===== src/rtl/switch_out_queue_pkg.sv =====
// Shared constants, helpers and types for the switch output stage.
package switch_out_pkg;

    localparam int unsigned N_PORTS_DEF  = 4;
    localparam int unsigned DATA_W_DEF   = 8;
    localparam int unsigned DEPTH_DEF    = 8;
    localparam int unsigned AF_LEVEL_DEF = 6;
    localparam int unsigned CNT_W_DEF    = 8;

    // $clog2 that never returns 0, so a single-port build still has a 1-bit index
    function automatic int unsigned clog2_min1(input int unsigned n);
        return (n <= 1) ? 1 : $clog2(n);
    endfunction

    typedef logic [clog2_min1(N_PORTS_DEF)-1:0] port_idx_t;

endpackage


===== src/rtl/switch_out_queue_if.sv =====
// Fabric-side write bus and per-port consumer handshake for switch_out_queue.
interface switch_out_queue_if
    import switch_out_pkg::*;
#(
    parameter int unsigned N_PORTS = N_PORTS_DEF,
    parameter int unsigned DATA_W  = DATA_W_DEF,
    parameter int unsigned CNT_W   = CNT_W_DEF
);
    localparam int unsigned IDX_W = clog2_min1(N_PORTS);

    logic                             in_valid;
    logic [IDX_W-1:0]                 in_port;
    logic [DATA_W-1:0]                in_data;
    logic [N_PORTS-1:0]               in_full;
    logic                             dest_err;
    logic [N_PORTS-1:0][DATA_W-1:0]   port_out;
    logic [N_PORTS-1:0]               port_ready;
    logic [N_PORTS-1:0]               port_read;
    logic [N_PORTS-1:0][CNT_W-1:0]    drop_cnt;

    modport master (
        output in_valid, in_port, in_data, port_read,
        input  in_full, dest_err, port_out, port_ready, drop_cnt
    );

    modport slave (
        input  in_valid, in_port, in_data, port_read,
        output in_full, dest_err, port_out, port_ready, drop_cnt
    );

    modport monitor (
        input in_valid, in_port, in_data, port_read,
        input in_full, dest_err, port_out, port_ready, drop_cnt
    );

endinterface


===== src/rtl/switch_out_queue_chan.sv =====
// One output channel: first-word-fall-through FIFO, almost-full flag and
// saturating drop counter.
module out_chan_fifo
    import switch_out_pkg::*;
#(
    parameter int unsigned DATA_W   = DATA_W_DEF,
    parameter int unsigned DEPTH    = DEPTH_DEF,
    parameter int unsigned AF_LEVEL = AF_LEVEL_DEF,
    parameter int unsigned CNT_W    = CNT_W_DEF
) (
    input  logic              clk,
    input  logic              rst,
    input  logic              wr_en,
    input  logic [DATA_W-1:0] wr_data,
    input  logic              rd_en,
    output logic [DATA_W-1:0] rd_data,
    output logic              ready,
    output logic              almost_full,
    output logic [CNT_W-1:0]  drop_cnt
);
    localparam int unsigned PTR_W    = $clog2(DEPTH);
    localparam int unsigned CNT_BITS = $clog2(DEPTH + 1);

    logic [DATA_W-1:0]   mem [DEPTH];
    logic [PTR_W-1:0]    wr_ptr, rd_ptr;
    logic [CNT_BITS-1:0] count, count_nxt;
    logic                full, pop, accept, drop;

    assign ready   = (count != '0);
    assign rd_data = ready ? mem[rd_ptr] : '0;

    // A full channel still accepts a write when the head leaves on the same edge.
    always_comb begin
        full      = (count == CNT_BITS'(DEPTH));
        pop       = ready & rd_en;
        accept    = wr_en & (~full | pop);
        drop      = wr_en & full & ~pop;
        count_nxt = count;
        if (accept && !pop)
            count_nxt = count + CNT_BITS'(1);
        else if (pop && !accept)
            count_nxt = count - CNT_BITS'(1);
    end

    always_ff @(posedge clk or posedge rst) begin
        if (rst) begin
            wr_ptr      <= '0;
            rd_ptr      <= '0;
            count       <= '0;
            almost_full <= 1'b0;
            drop_cnt    <= '0;
        end else begin
            count       <= count_nxt;
            almost_full <= (count_nxt >= CNT_BITS'(AF_LEVEL));
            if (accept)
                wr_ptr <= wr_ptr + PTR_W'(1);
            if (pop)
                rd_ptr <= rd_ptr + PTR_W'(1);
            if (drop && drop_cnt != '1)
                drop_cnt <= drop_cnt + CNT_W'(1);
        end
    end

    always_ff @(posedge clk) begin
        if (accept)
            mem[wr_ptr] <= wr_data;
    end

endmodule


===== src/rtl/switch_out_queue.sv =====
// N-channel switch output stage: destination decode, bad-destination flag and
// one out_chan_fifo per port.
module switch_out_queue
    import switch_out_pkg::*;
#(
    parameter int unsigned N_PORTS  = N_PORTS_DEF,
    parameter int unsigned DATA_W   = DATA_W_DEF,
    parameter int unsigned DEPTH    = DEPTH_DEF,
    parameter int unsigned AF_LEVEL = AF_LEVEL_DEF,
    parameter int unsigned CNT_W    = CNT_W_DEF
) (
    input  logic              clk,
    input  logic              rst,
    switch_out_queue_if.slave bus
);
    localparam int unsigned IDX_W = clog2_min1(N_PORTS);

    logic bad_dest;
    logic dest_err_q;

    // Out-of-range indices exist only when N_PORTS is not a power of two.
    if (N_PORTS == (1 << IDX_W)) begin : g_pow2
        assign bad_dest = 1'b0;
    end else begin : g_npow2
        assign bad_dest = bus.in_valid && (bus.in_port >= IDX_W'(N_PORTS));
    end

    always_ff @(posedge clk or posedge rst) begin
        if (rst)
            dest_err_q <= 1'b0;
        else
            dest_err_q <= bad_dest;
    end

    assign bus.dest_err = dest_err_q;

    for (genvar p = 0; p < N_PORTS; p++) begin : g_chan
        out_chan_fifo #(
            .DATA_W   (DATA_W),
            .DEPTH    (DEPTH),
            .AF_LEVEL (AF_LEVEL),
            .CNT_W    (CNT_W)
        ) u_chan (
            .clk         (clk),
            .rst         (rst),
            .wr_en       (bus.in_valid && (bus.in_port == IDX_W'(p))),
            .wr_data     (bus.in_data),
            .rd_en       (bus.port_read[p]),
            .rd_data     (bus.port_out[p]),
            .ready       (bus.port_ready[p]),
            .almost_full (bus.in_full[p]),
            .drop_cnt    (bus.drop_cnt[p])
        );
    end

endmodule


===== src/flat_wrapper.sv =====
// flat-port wrapper written by rule: the top's interface ports become plain ports
module switch_out_queue_flat import switch_out_pkg::*;
#(
    parameter int unsigned N_PORTS  = N_PORTS_DEF,
    parameter int unsigned DATA_W   = DATA_W_DEF,
    parameter int unsigned DEPTH    = DEPTH_DEF,
    parameter int unsigned AF_LEVEL = AF_LEVEL_DEF,
    parameter int unsigned CNT_W    = CNT_W_DEF
)
  (clk, rst, bus_in_valid, bus_in_port, bus_in_data, bus_port_read, bus_in_full, bus_dest_err, bus_port_out, bus_port_ready, bus_drop_cnt);
  switch_out_queue_if #(.N_PORTS(N_PORTS), .DATA_W(DATA_W), .CNT_W(CNT_W)) bus_i ();
  input  logic clk;
  input  logic rst;
  input wire logic [$bits(bus_i.in_valid)-1:0] bus_in_valid;
  input wire logic [$bits(bus_i.in_port)-1:0] bus_in_port;
  input wire logic [$bits(bus_i.in_data)-1:0] bus_in_data;
  input wire logic [$bits(bus_i.port_read)-1:0] bus_port_read;
  output wire logic [$bits(bus_i.in_full)-1:0] bus_in_full;
  output wire logic [$bits(bus_i.dest_err)-1:0] bus_dest_err;
  output wire logic [$bits(bus_i.port_out)-1:0] bus_port_out;
  output wire logic [$bits(bus_i.port_ready)-1:0] bus_port_ready;
  output wire logic [$bits(bus_i.drop_cnt)-1:0] bus_drop_cnt;
  assign bus_i.in_valid = bus_in_valid;
  assign bus_i.in_port = bus_in_port;
  assign bus_i.in_data = bus_in_data;
  assign bus_i.port_read = bus_port_read;
  assign bus_in_full = bus_i.in_full;
  assign bus_dest_err = bus_i.dest_err;
  assign bus_port_out = bus_i.port_out;
  assign bus_port_ready = bus_i.port_ready;
  assign bus_drop_cnt = bus_i.drop_cnt;
  switch_out_queue #(.N_PORTS(N_PORTS), .DATA_W(DATA_W), .DEPTH(DEPTH), .AF_LEVEL(AF_LEVEL), .CNT_W(CNT_W)) u_core (.clk(clk), .rst(rst), .bus(bus_i));
endmodule

===== config.mk =====
export PLATFORM = sky130hd
export DESIGN_NAME = switch_out_queue_flat
export DESIGN_NICKNAME = d
export VERILOG_FILES = /design/src/rtl/switch_out_queue_pkg.sv /design/src/rtl/switch_out_queue_if.sv /design/src/rtl/switch_out_queue_chan.sv /design/src/rtl/switch_out_queue.sv /design/src/flat_wrapper.sv
export SDC_FILE = /design/constraint.sdc
export NUM_CORES = 1
export LEC_CHECK = 0
export ABC_CLOCK_PERIOD_IN_PS = 4950
export BUFFER_PORTS_ARGS = -buffer_cell sky130_fd_sc_hd__buf_4
export CORE_MARGIN = 2
export CORE_UTILIZATION = 46
export CTS_BUF_LIST = sky130_fd_sc_hd__clkbuf_8
export CTS_CLUSTER_SIZE = 14
export DETAILED_ROUTE_END_ITERATION = 7
export GPL_ROUTABILITY_DRIVEN = 0
export MAX_ROUTING_LAYER = met4
export PLACE_DENSITY = 0.69
export SLEW_MARGIN = 10
export SYNTH_ARGS = -nofsm -noshare
export SYNTH_HDL_FRONTEND = slang
export SYNTH_HIERARCHICAL = 1
export SYNTH_SLANG_ARGS = --single-unit
export TNS_END_PERCENT = 50

===== constraint.sdc =====
create_clock -name clk -period 4.95 [get_ports clk]
set_input_delay 0 -clock clk [delete_from_list [all_inputs] [get_ports clk]]
set_output_delay 0 -clock clk [all_outputs]
set_load 0.01 [all_outputs]

Yosys cells after proc, flatten, opt, wreduce, memory -nomap -nowiden
Memory sizes are Yosys's and may differ from the RTL's.
Cells that the tools add are included.
{"block": "word_totals", "wordCells": 136, "ramBits": 256, "n_memories": 4, "register_bits": 76}
{"block": "classes", "eq_ne": 11, "addsub": 20, "reduce_logical": 29, "bitwise": 28, "muxes": 20, "order_cmp": 4}
{"memory": "u_core.g_chan[0].u_chan.mem", "depth": 8, "word_bits": 8, "read_ports": 1, "rd_ports_with_merged_regs": 0, "write_ports": 1, "line": "switch_out_queue_chan.sv:24", "rtl": "logic [DATA_W-1:0] mem [DEPTH];"}
{"memory": "u_core.g_chan[1].u_chan.mem", "depth": 8, "word_bits": 8, "read_ports": 1, "rd_ports_with_merged_regs": 0, "write_ports": 1, "line": "switch_out_queue_chan.sv:24"}
{"memory": "u_core.g_chan[2].u_chan.mem", "depth": 8, "word_bits": 8, "read_ports": 1, "rd_ports_with_merged_regs": 0, "write_ports": 1, "line": "switch_out_queue_chan.sv:24"}
{"memory": "u_core.g_chan[3].u_chan.mem", "depth": 8, "word_bits": 8, "read_ports": 1, "rd_ports_with_merged_regs": 0, "write_ports": 1, "line": "switch_out_queue_chan.sv:24"}
{"op": "adder 8 x 1 -> 8 bit, second input constant", "n": 4}
{"op": "2-to-1 mux 4 bit", "n": 8}
{"op": "2-to-1 mux 8 bit", "n": 4}
{"op": "!= test 8 bit, second input constant", "n": 4}
{"op": "adder 3 x 1 -> 3 bit, second input constant", "n": 8}
{"op": "adder 4 x 1 -> 4 bit, second input constant", "n": 4}
{"op": "bitwise AND 1 bit", "n": 16}
{"op": "== test 4 bit, second input constant", "n": 4}
{"op": ">= comparator 4 x 3 -> 1 bit, second input constant", "n": 4}
{"op": "logical AND 1 bit", "n": 16}
{"op": "nonzero test 4 bit", "n": 4}
{"op": "subtractor 4 x 1 -> 4 bit, second input constant", "n": 4}
{"op": "logical NOT 1 bit", "n": 8}
{"op": "2-to-1 mux 1 bit", "n": 8}
{"op": "inverter 1 bit", "n": 8}
{"op": "== test 2 bit, second input constant", "n": 2}
{"op": "bitwise OR 1 bit", "n": 4}
{"op": "== test 2 x 1 -> 1 bit, second input constant", "n": 1}
{"op": "logical NOT 2 bit", "n": 1}

Depth between registers and ports, before layout
{"block": "depth", "ltp_word": 9, "mapped_depth": 8, "mapped_depth_nobuf": 8}

By module
The synthesis kept the hierarchy.
{"mod": "out_chan_fifo (u_core.g_chan[1].u_chan ...)", "seq_area_each_um2": 2397.3, "instances": 3, "cells_each": 214, "area_per_inst_um2": 3498.4}
{"mod": "out_chan_fifo (u_core.g_chan[0].u_chan)", "seq_area_each_um2": 2397.3, "instances": 1, "cells_each": 216, "area_per_inst_um2": 3550.9}
{"mod": "switch_out_queue", "seq_area_each_um2": 0.0, "instances": 1, "cells_each": 6, "area_per_inst_um2": 48.8}

Worst setup path after synthesis
No wires, ideal clock.
{"block": "synth_path", "kind": "register to register", "start": "register u_core.g_chan[0].u_chan.count[1]", "end": "memory u_core/g_chan[0].u_chan/mem[0][0] in the netlist's numbering (enable)", "period_less_slack_ps": 2331, "n_path_buf": 0, "t_arrival_ps": 1947, "setup_time_ps": 383, "stages_incl_launch_ff": 7, "setup_slack_ps": 2619, "cell_sequence": "dfrtp_1 inv_1 ha_1 and4bb_2 nor2b_1 nand2b_1 nor3_1"}
{"block": "synth_between", "elab_chain_len": 6, "elab_cells_between_ends": 8, "classes_between": "eq/ne (1); mux (2); bitwise (4); reduce/logical (1)"}
{"item": "start: declaration", "line": "switch_out_queue_chan.sv:26", "rtl": "logic [CNT_BITS-1:0] count, count_nxt;"}
{"item": "start signal: assignment", "line": "switch_out_queue_chan.sv:53", "rtl": "count <= count_nxt;"}
{"item": "nonzero test 4 bit / == test 4 bit (equally long branches)", "line": "switch_out_queue_chan.sv:29, switch_out_queue_chan.sv:34"}
{"item": "bitwise AND 1 bit / inverter 1 bit (equally long branches)", "line": "switch_out_queue_chan.sv:35, switch_out_queue_chan.sv:36"}
{"item": "bitwise OR 1 bit *", "line": "switch_out_queue_chan.sv:36", "rtl": "accept = wr_en & (~full | pop);"}
{"item": "bitwise AND 1 bit *", "line": "switch_out_queue_chan.sv:36"}
{"item": "2-to-1 mux 1 bit *", "line": "switch_out_queue_chan.sv:65", "rtl": "if (accept)"}
{"item": "2-to-1 mux 1 bit (not written as such) *", "line": "switch_out_queue_chan.sv:66", "rtl": "mem[wr_ptr] <= wr_data;"}
{"item": "end: declaration", "line": "switch_out_queue_chan.sv:24"}
Every way passes the cells marked *; elsewhere a longest branch is shown, timed or not.

Final worst setup path
{"block": "layout_path", "start": "input bus_in_port[0]", "end": "memory u_core/g_chan[0].u_chan/mem[1][7] in the netlist's numbering (enable)"}
{"block": "layout_between", "elab_chain_len": 5}
{"item": "start: declaration", "line": "flat_wrapper.sv:15", "rtl": "input wire logic [$bits(bus_i.in_port)-1:0] bus_in_port;"}
{"item": "logical NOT 2 bit", "line": "switch_out_queue.sv:46", "rtl": ".wr_en (bus.in_valid && (bus.in_port == IDX_W'(p))),"}
{"item": "logical AND 1 bit", "line": "switch_out_queue.sv:46"}
{"item": "bitwise AND 1 bit", "line": "switch_out_queue_chan.sv:36"}
{"item": "2-to-1 mux 1 bit", "line": "switch_out_queue_chan.sv:65"}
{"item": "2-to-1 mux 1 bit (not written as such)", "line": "switch_out_queue_chan.sv:66"}
No other way between the ends.

==> impl_metrics.yaml <==
outcome:
  outcome: "finished clean"
detailed_routing:
  firstDrtPassIters: 5
  wl_met1_um: 12000
  viasPerCell: 5.45
  met2WireLength_um: 14400
  ant_nets: 0
  via_count: 7820
  wire_per_inst_um: 19.8
  routed.top_layer: "met4"
  drc_errors: 0
  drt_iter0_drc: 490
  met3WireLength_um: 1390
  finalWirelength_um: 28400
timing:
  worst_slew_pin_slew_ns: 1.17
  clock_skew_ns: 0.0148
  slew_violations: 0
  relSlewSlack_pct: 21.5
  fin_ws_ns: 1.82
  setup_tns_ns: 0
  fin_crit_sh_pct: 63.2
  rsz0062_at_grt: "no"
  final-hold-violation-count: 0
  whs_ns: 0.130
  setup_viol: 0
  period_minus_slack_ns: 3.13
  fmax_mhz: 320
global_route:
  track_usage_pct: 18.7
  grt_pass1_vias: 7949
  antenna_found_initial: 0
  overflow: 0
  grt_pass1_wl_um: 43800
  grt_max_degree: 33
yosys:
  synthSimpleGateAreaFrac_pct: 9.30
  synth_seq_cells: 332
  synthXorXnorAreaFrac_pct: 2.80
  synth_top_family_by_area: "multiplexers"
  synth.top_cells.by_count: "edfxtp_1, nor2_1, dfrtp_1"
  synth_compound_area_share_pct: 2.69
  synthAdderAreaFrac_pct: 1.78
  synth_top_flop_cell: "edfxtp_1"
  synth_nets: 901
  synth_edf_count: 256
  syn_avg_cell_area_um2: 16.3
  synth.area.top_cells: "edfxtp_1, dfrtp_1, mux4_2, mux2i_1, nor2_1"
  synth_warnings: 6
  yosysUniqueCellTypes: 56
  muxShareOfSynthArea_pct: 13.4
  synthCells: 864
  synth.largest_area_cell: "edfxtp_1"
  synth_most_common_cell: "edfxtp_1"
  syn_area_um2: 14100
  yosysTopAreaCellShare_pct: 54.5
  ys_async_sr_fraction_pct: 22.9
  ys_seq_area_share_pct: 68.0
floorplanning:
  dieWidth_um: 179
  start_util_pct: 46.4
  dieArea_um2: 32100
  rows: 64
  io_pins: 90
  core_area_um2: 30300
  dieHeight_um: 179
flow_run:
  drv_cap: 0
critical_path:
  cp-end-kind: "flop"
  required_ns: 5.13
  arrival_ns: 3.31
  critPathCapture: "u_core/g_chan[0].u_chan/mem[1][7]$_DFFE_PP_"
  worstSetupStartpoint: "bus_in_port[0]"
  cp-start-kind: "primary input"
  crit_type: "in -> reg"
  timing.rr.end: "u_core/g_chan[0].u_chan/mem[1][7]$_DFFE_PP_"
  r2r_slack_ns: 2.16
  worstPathMaxFanout: 12
  ff2ff_path_depth: 6
  critical_path.reg2reg.startpoint: "u_core/g_chan[0].u_chan/count[1]$_DFF_PP0_"
pwr:
  irDropWorstVdd_mv: 0.229
  power_mw: 8.45
  p_leak_nw: 6.18
  powerDensity_nw_per_um2: 518
clock_network:
  cts_tree: "built"
  clockBufferDepth: 3
  cts_htree_levels: 2
  ctsResizeCount: 0
  cts.reportedPaths.clkPinSlew_ns: 0.06
  cts_root_buf: "clkbuf_8"
  clkSinkCount: 332
  clk_latency_ns: 0.57
  cts_buffers: 53
layout:
  nets: 1030
  final_cell_count_no_fill: 1434
  antenna_cells: 0
  drive_gt1_share_pct: 25.3
  area_growth_pct: 15.8
worst_hold_path:
  holdCritPathClass: "in -> reg"
place:
  post-place-ws_ns: 2.06
  dp_cells: 1317
  hpwl_um: 18100
  io_buffers: 88
-- critical path, stage by stage --
cell and delay, ns:
dlygate4sd3_1 0.54, buf_4 0.15, nor3b_2 0.56, dlygate4sd3_1 0.73, nor2b_1 0.27, nand2_1 0.15, nor3_1 0.91
-- timing repair --
item,CTS,global route
buffers inserted,0,0
endpoints found under the hold margin,368,0
hold buffers,17,0
-- stage by stage --
stage	utilization (%)	cell area [µm²]
6_report	53.8	16300
5_1_grt	53.8	16300
4_1_cts	53.7	16300
3_5_place_dp	49.6	15100
3_3_place_gp	49.6	15100
2_1_floorplan	-	14100
-- cells in the final DEF, fill, tap and decap left out, types with 5 or more instances in the layout --
master	Yosys	routed
nand3_1	17	17
nand2_1	58	58
edfxtp_1	256	256
mux2i_1	35	35
inv_2	7	7
dlygate4sd3_1	0	17
xor2_1	21	21
nand2b_1	16	16
ha_1	20	20
buf_4	7	88
xnor2_1	24	24
a21oi_1	10	10
mux4_2	64	64
dfrtp_1	76	76
nor2_1	79	79
mux2_2	5	5
o21ai_0	6	6
clkinv_1	0	12
nor2b_1	16	16
nand4_1	7	7
clkinv_2	0	14
inv_1	20	30
clkbuf_8	0	59
nor3_1	25	21
and3b_1	9	9
-- cells by family after synthesis --
kind of cell	count (synthesis)
XOR/XNOR	45
buffers and inverters	58
other	1
adder cells (fa/ha/maj)	20
multiplexers	107
AO/OA/AOI/OAI	48
AND/OR/NAND/NOR	253
flip-flops	332
-- flip-flops by register name, summed over array words and instances, names as in the netlist --
name	cells
u_core/g_chan.u_chan/mem	256
u_core/g_chan.u_chan/drop_cnt	32
u_core/g_chan.u_chan/count	16
u_core/g_chan.u_chan/rd_ptr	12
u_core/g_chan.u_chan/wr_ptr	12
u_core/g_chan.u_chan/almost_full	4
-- layout make-up --
cell class | count | area [µm²]
sequential | 332 | 9590
multi-input combinational | 474 | 4240
inverter | 27 | 101
tap | 396 | 495
clock inverter | 41 | 258
clock buffer | 59 | 812
timing repair buffer | 105 | 831
fill | 2417 | 14000
-- worst min-delay path by stage --
stage	end	cells after the start	startpoint	slack [ns]
after floorplan	u_core/g_chan[0].u_chan/almost_full$_DFF_PP0_	1	rst	-0.05
after global placement	u_core/g_chan[3].u_chan/wr_ptr[0]$_DFFE_PP0P_	2	rst	0.26
after detailed placement	u_core/g_chan[3].u_chan/wr_ptr[0]$_DFFE_PP0P_	2	rst	0.26
after CTS	u_core/g_chan[0].u_chan/drop_cnt[1]$_DFFE_PP0P_	5	bus_in_valid	0.11
after global routing	u_core/g_chan[3].u_chan/wr_ptr[0]$_DFFE_PP0P_	5	bus_in_valid	0.15
final	u_core/g_chan[0].u_chan/drop_cnt[1]$_DFFE_PP0P_	5	bus_in_valid	0.13
-- layer usage --
layer / up-vias / global-route usage (%)
li1: 3559 / -
met1: 3985 / 24.0
met2: 225 / 30.4
met3: 51 / 3.22
met4: 0 / 6.50
met5: - / -
-- power by group --
group	switching, mW	total (mW)	internal [mW]
combinational	0.975	2.27	1.30
sequential	0.603	3.87	3.26
clock	1.06	2.31	1.26
No activity file was read; power rests on OpenSTA's default activity.
